**src/rtl/key_search.sv**
```systemverilog
// key_search: sweeps 24-bit key candidates in ascending order. For each
// candidate it starts the ARC4 decrypt engine, waits for it to finish, then
// scans the length-prefixed plaintext memory. The first candidate whose
// plaintext is entirely printable is reported on key/key_valid.
// Optional feature: define KEY_SEARCH_CANCEL_EN to add a 'cancel' input that
// abandons a running search and returns to idle.
module key_search #(
  parameter logic [23:0] KEY_FIRST = 24'h000000,
  parameter logic [23:0] KEY_LAST  = 24'hFFFFFF,
  parameter logic [7:0]  CHAR_MIN  = 8'h20,
  parameter logic [7:0]  CHAR_MAX  = 8'h7E
) (
  input  logic        clk,
  input  logic        rst,
  input  logic        en,
  output logic        rdy,
  output logic [23:0] key,
  output logic        key_valid,
  output logic        arc4_en,
  input  logic        arc4_rdy,
  output logic [23:0] arc4_key,
  output logic [7:0]  pt_addr,
  input  logic [7:0]  pt_rddata
`ifdef KEY_SEARCH_CANCEL_EN
  ,
  input  logic        cancel
`endif
);

  typedef enum logic [2:0] {
    S_IDLE,
    S_LAUNCH,
    S_WAIT_BUSY,
    S_WAIT_DONE,
    S_RD_LEN,
    S_SCAN,
    S_PASS,
    S_FAIL
  } state_t;

  state_t      r_state;
  logic        r_rdy;
  logic [23:0] r_key;
  logic        r_key_valid;
  logic        r_arc4_en;
  logic [23:0] r_arc4_key;
  logic [7:0]  r_pt_addr;
  logic [23:0] r_cand;
  logic [7:0]  r_len;
  logic        r_len_wait;   // first RD_LEN cycle: memory still fetching address 0
  logic [7:0]  r_rd_addr;    // address whose data is on pt_rddata this cycle

  logic w_char_ok;
  logic w_cancel;

  assign w_char_ok = (pt_rddata >= CHAR_MIN) && (pt_rddata <= CHAR_MAX);

`ifdef KEY_SEARCH_CANCEL_EN
  assign w_cancel = cancel;
`else
  assign w_cancel = 1'b0;
`endif

  assign rdy       = r_rdy;
  assign key       = r_key;
  assign key_valid = r_key_valid;
  assign arc4_en   = r_arc4_en;
  assign arc4_key  = r_arc4_key;
  assign pt_addr   = r_pt_addr;

  // Search FSM: candidate sweep, ARC4 handshake and pipelined plaintext scan.
  always_ff @(posedge clk) begin
    if (rst) begin
      r_state     <= S_IDLE;
      r_rdy       <= 1'b1;
      r_key       <= 24'h000000;
      r_key_valid <= 1'b0;
      r_arc4_en   <= 1'b0;
      r_arc4_key  <= 24'h000000;
      r_pt_addr   <= 8'h00;
      r_cand      <= 24'h000000;
      r_len       <= 8'h00;
      r_len_wait  <= 1'b0;
      r_rd_addr   <= 8'h00;
    end else if (w_cancel && (r_state != S_IDLE)) begin
      // Abandon the search; a running ARC4 job is simply left to finish.
      r_arc4_en   <= 1'b0;
      r_key       <= r_cand;
      r_key_valid <= 1'b0;
      r_rdy       <= 1'b1;
      r_state     <= S_IDLE;
    end else begin
      case (r_state)
        S_IDLE: begin
          if (en) begin
            r_rdy       <= 1'b0;
            r_key_valid <= 1'b0;
            r_cand      <= KEY_FIRST;
            r_state     <= S_LAUNCH;
          end
        end

        S_LAUNCH: begin
          if (arc4_rdy) begin
            r_arc4_key <= r_cand;
            r_arc4_en  <= 1'b1;
            r_state    <= S_WAIT_BUSY;
          end
        end

        S_WAIT_BUSY: begin
          // Start pulse is one cycle wide; then wait for the engine to drop rdy.
          r_arc4_en <= 1'b0;
          if (!arc4_rdy) begin
            r_state <= S_WAIT_DONE;
          end
        end

        S_WAIT_DONE: begin
          if (arc4_rdy) begin
            r_pt_addr  <= 8'h00;
            r_len_wait <= 1'b1;
            r_state    <= S_RD_LEN;
          end
        end

        S_RD_LEN: begin
          if (r_len_wait) begin
            r_len_wait <= 1'b0;
          end else if (pt_rddata == 8'h00) begin
            r_state <= S_PASS;
          end else begin
            r_len     <= pt_rddata;
            r_pt_addr <= 8'h01;
            r_rd_addr <= 8'h00;
            r_state   <= S_SCAN;
          end
        end

        S_SCAN: begin
          // r_rd_addr == 0 marks the pipeline-fill cycle: data is still the
          // length byte, so nothing is checked.
          if ((r_rd_addr != 8'h00) && !w_char_ok) begin
            r_state <= S_FAIL;
          end else if ((r_rd_addr != 8'h00) && (r_rd_addr == r_len)) begin
            r_state <= S_PASS;
          end else begin
            if (r_pt_addr != r_len) begin
              r_pt_addr <= r_pt_addr + 8'h01;
            end
            r_rd_addr <= r_pt_addr;
          end
        end

        S_PASS: begin
          r_key       <= r_cand;
          r_key_valid <= 1'b1;
          r_rdy       <= 1'b1;
          r_state     <= S_IDLE;
        end

        S_FAIL: begin
          if (r_cand == KEY_LAST) begin
            r_key       <= r_cand;
            r_key_valid <= 1'b0;
            r_rdy       <= 1'b1;
            r_state     <= S_IDLE;
          end else begin
            r_cand  <= r_cand + 24'h000001;
            r_state <= S_LAUNCH;
          end
        end

        default: begin
          r_state <= S_IDLE;
        end
      endcase
    end
  end

endmodule
```
**config.mk**
```make
export PLATFORM = sky130hd
export DESIGN_NAME = key_search
export DESIGN_NICKNAME = d
export VERILOG_FILES = /design/src/rtl/key_search.sv
export SDC_FILE = /design/constraint.sdc
export NUM_CORES = 1
export LEC_CHECK = 0
export ABC_AREA = 1
export BUFFER_PORTS_ARGS = -buffer_cell sky130_fd_sc_hd__buf_2
export CAP_MARGIN = 20
export CORE_MARGIN = 2
export CORE_UTILIZATION = 40
export CTS_CLUSTER_DIAMETER = 60
export DETAILED_ROUTE_END_ITERATION = 8
export HOLD_SLACK_MARGIN = 0.03
export PLACE_DENSITY = 0.65
export RECOVER_POWER = 25
export REMOVE_ABC_BUFFERS = 1
export SYNTH_ARGS = -nofsm -noshare
export SYNTH_HDL_FRONTEND = slang
export SYNTH_SLANG_ARGS = --single-unit
```
**constraint.sdc**
```tcl
create_clock -name clk -period 1.7 [get_ports clk]
set_clock_uncertainty 0.1 [all_clocks]
set_input_delay 0.51 -clock clk [delete_from_list [all_inputs] [get_ports clk]]
set_output_delay 0.51 -clock clk [all_outputs]
set_load 0.005 [all_outputs]
```
# Word-level counts from Yosys, hierarchy flattened
# Cells that the tools add are included.
dict set report totals {
  register_bits 103
  latchBits 0
  mem_bits_rw 0
  romBits 0
  in_bits 12
  output_inout_bits 59
  word_cells 98
  mem_count 0
}
dict set report op_classes {
  n_addsub 2
  mul 0
  n_div 0
  n_lt_le_gt_ge 2
  eq_ne 22
  shifts 0
  mux 35
  n_bitwise 2
  n_reduce_logical 24
}
# op count
set ops {}
lappend ops {{$pmux W24 S2} 2}
lappend ops {{$mux W8} 10}
lappend ops {{$mux W24} 3}
lappend ops {{$add A24 B1 Y24 const B} 1}
lappend ops {{$eq A24 B24 Y1 const B} 1}
lappend ops {{$pmux W3 S8} 1}
lappend ops {{$pmux W8 S3} 1}
lappend ops {{$ne A2 B2 Y1 const B} 11}
lappend ops {{$mux W3} 7}
lappend ops {{$pmux W8 S2} 1}
lappend ops {{$eq A3 B3 Y1 const B} 4}
lappend ops {{$reduce_bool A2 Y1} 5}
lappend ops {{$reduce_and A3 Y1} 3}
lappend ops {{$add A8 B1 Y8 const B} 1}
lappend ops {{$eq A8 B8 Y1} 1}
lappend ops {{$ge A8 B6 Y1 const B} 1}
lappend ops {{$le A8 B7 Y1 const B} 1}
lappend ops {{$logic_not A8 Y1} 1}
lappend ops {{$ne A8 B8 Y1} 1}
lappend ops {{$reduce_and A2 Y1} 4}
lappend ops {{$reduce_bool A8 Y1} 1}
lappend ops {{$reduce_and A7 Y1} 1}
lappend ops {{$eq A3 B2 Y1 const B} 2}
lappend ops {{$pmux W1 S3} 2}
lappend ops {{12 further kinds} 21}

# Logic depth before layout (Yosys ltp)
dict set report depth {
  word_depth 6
  depth_mapped 13
  ltp_nobuf 12
}

# Worst setup path before layout
# No wires, ideal clock.
dict set report synth_path {
  path_type {register to register}
  startpoint {register r_cand[0]}
  endpoint {register r_cand[10]}
  setup_time_ps 115
  arrival_time_ps 1544
  required_ps 1485
  setup_slack_ps -58
  stages_incl_launch_ff 13
  n_path_buf 1
  period_less_slack_ps 1758
  path_cell_list {dfxtp_1 ha_1 nand2_1 nor2_4 nand2_1 nor2_1 nand2_1 nand2_2 nand2_4 buf_6 nand2_1 a21oi_1 o21a_1}
}
dict set report synth_between {
  elab_chain_len 3
  elab_cells_between_ends 6
  cone_classes {add/sub (1); eq/ne (2); mux (2); reduce/logical (1)}
}
# element line
set synth_rtl {}
lappend synth_rtl {{start: declaration} 48} ;# logic [23:0] r_cand;
lappend synth_rtl {{start signal: assignment} 169} ;# r_cand <= r_cand + 24'h000001;
lappend synth_rtl {{$add A24 B1 Y24 / $eq A24 B24 Y1 (equally long branches)} {169, 163}}
lappend synth_rtl {{$mux W24 / $ne A2 B2 Y1 (equally long branches)} n/a}
lappend synth_rtl {{$pmux W24 S2 / $reduce_and A3 Y1 (equally long branches)} n/a}
# Several ways; a longest one is shown, not always the timed one. The select of a mux whose other input is x is not followed.
# A chain may end at the register's enable or synchronous reset.

# Worst setup path in the final report
dict set report layout_path {
  startpoint {register r_cand[0]}
  endpoint {register r_cand[20]}
}
# Same word-level chain as after synthesis.

==> parameters.txt <==
Parameter                              Value

Outcome
  Run status    finished with violations
  Failing checks    negative setup slack

STA
  Fin crit period    1.73 ns
  Highest clock frequency the design can meet    approximately 580 MHz
  Hold Slack    0.364 ns
  Part of the cycle the worst path needs    102%
  Measured slew at the worst slew-check pin    0.384 ns
  Final-report max-slew violation count    0
  Max_slew headroom    74.1%
  Setup repair after global routing missed its margin    true
  Number of hold violations in the final report    0
  Final WS setup    -0.0332 ns
  Setup violations, final    6

Floorplan
  Die width    112 um
  Die Footprint    12600 um2
  Row cnt    39
  Die height    112 um
  Starting density of the core    41.0%
  Core Footprint    roughly 11000 um2
  Io pins    slightly above 70

Drt
  Number of iterations in the first detailed-routing pass    4
  Routed met1 length    6170 um
  Final antenna-violating net count    0
  Routed wire per std cell    14.2 um
  Routed vias    5060
  Vias per cell    between 5 and 6
  Met2 routed WL    7010 um
  Residual DRC count    0
  Number of DRC violations after detailed-routing iteration 0    approximately 260
  Detailed-routed wire length on met3    537 um
  Wire length after detailed routing    14000 um
  Uppermost layer routed    met4

Logic synthesis
  Number of instances in the synthesized netlist    between 600 and 700
  Async set-reset flop share out of synthesis    0%
  Area share of the largest cell type after synthesis    44.0%
  Synth area leaders    sky130_fd_sc_hd__dfxtp_1 (44%), sky130_fd_sc_hd__nand2_1 (11%), sky130_fd_sc_hd__a21oi_1 (8.8%)
  Count of state elements after synthesis    between 100 and 150
  Most used flip-flop cell after synthesis    sky130_fd_sc_hd__dfxtp_1
  Largest area contributor in the synthesized netlist    sky130_fd_sc_hd__dfxtp_1
  Yosys warnings    0
  Synth Area per Inst    6.98 um2
  Sequential area share after synthesis    44.0%
  Area of the mapped netlist    4690 um2
  Most frequent cell after synthesis    sky130_fd_sc_hd__nand2_1
  Number of library cell types mapped by synthesis    31
  Most numerous cell types in the synthesized netlist    sky130_fd_sc_hd__nand2_1 (134), sky130_fd_sc_hd__dfxtp_1 (103), sky130_fd_sc_hd__nor2_1 (91)
  Post-synth EDFFs    0

Power and ir drop
  Reported net switching power    ~2.3 mW
  Power density relative to cell area    1050 nW/um2
  Switching power share of the total    32.4%
  Pleak    2.94 nW
  Clock network power share    30.2%
  Internal power component    4.80 mW
  Fraction of power consumed by sequential logic    40.2%
  Peak supply drop    1020 uV
  Part of the power in combinational logic    29.6%

Clocking
  Clock transition at path regs    0.07 ns
  TritonCTS sink count    between 100 and 150
  Maximum clock path buffer count    2
  CTS Hold Bufs    0
  Number of levels in the clock H-tree    3
  Clock tree from TritonCTS    yes
  Skew-Pair Late Insertion Delay    0.35 ns
  Clock tree root buffer cell    sky130_fd_sc_hd__clkbuf_16
  Number of buffers added by the clock tree synthesis step    9

Place
  Gp weighted congestion    0.925
  Number of input and output port buffers inserted    70
  HPWL after detailed placement    9340 um
  Instance area after placement    between 5000 and 6000 um2

Setup path
  Data required time at the worst endpoint    ~1.9 ns
  Register-to-register path setup slack    -0.03 ns
  Cell with the largest stage delay on the worst path    sky130_fd_sc_hd__dfxtp_2
  Startpoint-to-endpoint class of the critical path    register to register
  Most prevalent standard cell on the critical path    sky130_fd_sc_hd__nand2_4
  Top fanout value on the critical path    5
  List of cells traversed by the critical path    ha_4 > nand2_4 > nor2_4 > nand2_4 > buf_6 > inv_4 > nand2_4 > nor3_4 > nand2_4 > o21ai_2 > nand2_1 > nor2_1
  Peak per-stage delay on the critical path    about 0.35 ns
  Setup crit start kind    register
  Crit path DAT    1.92 ns
  Sort of element at the end of the critical path    register

Final layout
  Synthesis-to-layout area growth    44.1%
  Fin nets    849
  Area of combinational cells with multiple inputs    2670 um2
  Share of post-route cells with drive strength above 1    36.3%
  Number of antenna cells inserted    0
  Number of fillers in the final layout    between 1000 and 1500
  FF/Latch Area    2100 um2
  Cell area after layout    6750 um2

GRT
  Global routing usage summed across all routing layers    between 20% and 30%
  Overflow after GRT    0
  Pin count of the biggest net entering global routing    38
  Via count of the first global-routing pass    4738
  Initial antenna violation count    0
  First-pass GRT wire length    about 22000 um

Job
  Max-cap viol count    0

Min path
  Class of the most critical hold timing path    register to register
==> kinds of logic (layout without fill, tap and decap cells) <==
kind of cell / after synthesis / in the layout / share of synthesized area, %
compound gates: 158 / 158 / 17.3
xor+xnor: 8 / 8 / 1.50
fa+ha+maj: 2 / 2 / 0.534
buf+inv: 88 / 255 / 7.88
flops: 103 / 103 / 44.0
simple gates: 312 / 314 / 28.8
==> path summary, 6_finish.rpt <==
check	endpoint	start	depth (start not counted)
max	r_cand[20]	r_cand[0]	12
min	arc4_en	arc4_en	2
max reg2reg	r_cand[20]	r_cand[0]	12
min reg2reg	arc4_en	arc4_en	2
==> timing repair <==
item | CTS | global route
endpoints found under the setup margin | 70 | 87
buffers inserted | 4 | 17
gates resized for setup | 45 | 135
gates cloned | 3 | 2
pin swaps | 10 | 35
==> worst max-delay path: cells and delay by family (launching register included) <==
kind / cells / cell delay, ns
buf+inv: 2 / 0.18
compound gates: 1 / 0.12
fa+ha+maj: 1 / 0.15
flops: 1 / 0.35
simple gates: 8 / 0.76
==> placed cells by master, fill, tap and decap left out, types with 7 or more instances in the layout <==
cell type / Yosys / layout
sky130_fd_sc_hd__inv_2: 3 / 8
sky130_fd_sc_hd__inv_1: 60 / 51
sky130_fd_sc_hd__nand3_1: 46 / 37
sky130_fd_sc_hd__nand2_1: 134 / 115
sky130_fd_sc_hd__a21oi_2: 0 / 10
sky130_fd_sc_hd__nand2_2: 4 / 11
sky130_fd_sc_hd__nand2_4: 2 / 12
sky130_fd_sc_hd__dfxtp_2: 0 / 18
sky130_fd_sc_hd__o21ai_1: 0 / 24
sky130_fd_sc_hd__xnor2_1: 7 / 7
sky130_fd_sc_hd__nand4_1: 13 / 13
sky130_fd_sc_hd__nor2_2: 3 / 14
sky130_fd_sc_hd__o21ai_0: 72 / 42
sky130_fd_sc_hd__clkbuf_1: 10 / 7
sky130_fd_sc_hd__nand3_2: 0 / 9
sky130_fd_sc_hd__buf_2: 10 / 64
sky130_fd_sc_hd__nor2_4: 1 / 9
sky130_fd_sc_hd__a21oi_1: 82 / 72
sky130_fd_sc_hd__nor2_1: 91 / 72
sky130_fd_sc_hd__dfxtp_1: 103 / 80
sky130_fd_sc_hd__clkbuf_16: 0 / 9
sky130_fd_sc_hd__buf_4: 3 / 93
==> cell type report <==
class                           count  share of cell area [%]
Timing Repair inverter              1                   0.111
Multi-Input combinational cell    482                    39.6
Clock inverter                      4                   0.797
Inverter                           63                    3.69
Tap cell                          143                    2.65
Clock buffer                       12                    3.80
Timing Repair Buffer              175                    18.2
Sequential cell                   103                    31.1
==> per-stage QoR <==
step	setup TNS, ns	setup slack [ns]	cells	utilization, %	total power, mW
global placement	-7.48	-0.200	944	50.2	4.46
finish	-0.101	-0.0332	983	59.1	7.10
CTS	-1.63	-0.0925	966	54.9	6.74
global route	-3.36	-0.117	983	59.1	7.45
floorplan	-42.99	-0.840	646	-	3.72
detailed placement	-10.81	-0.251	944	50.2	4.50
==> layer usage <==
metal,up-vias,track usage (%)
li1,2552,-
met4,0,7.56
met3,21,4.54
met5,-,0
met1,2377,26.7
met2,110,36.1
==> power by group through the flow <==
| stage | clock network (mW) | logic [mW] | registers (mW) |
|---|---|---|---|
| global placement | 0 | 1.59 | 2.87 |
| global route | 2.27 | 2.30 | 2.88 |
| finish | 2.14 | 2.10 | 2.86 |
| detailed placement | 0 | 1.62 | 2.87 |
| CTS | 2.17 | 1.73 | 2.83 |
| floorplan | 0 | 0.838 | 2.88 |
==> registers in the layout (all words and copies together), names as in the netlist, 3 cells and up <==
| register | count |
|---|---|
| pt_addr | 8 |
| r_rd_addr | 8 |
| r_cand | 24 |
| r_state | 3 |
| key | 24 |
| r_len | 8 |
| arc4_key | 24 |
No activity file was read; power rests on OpenSTA's default activity.
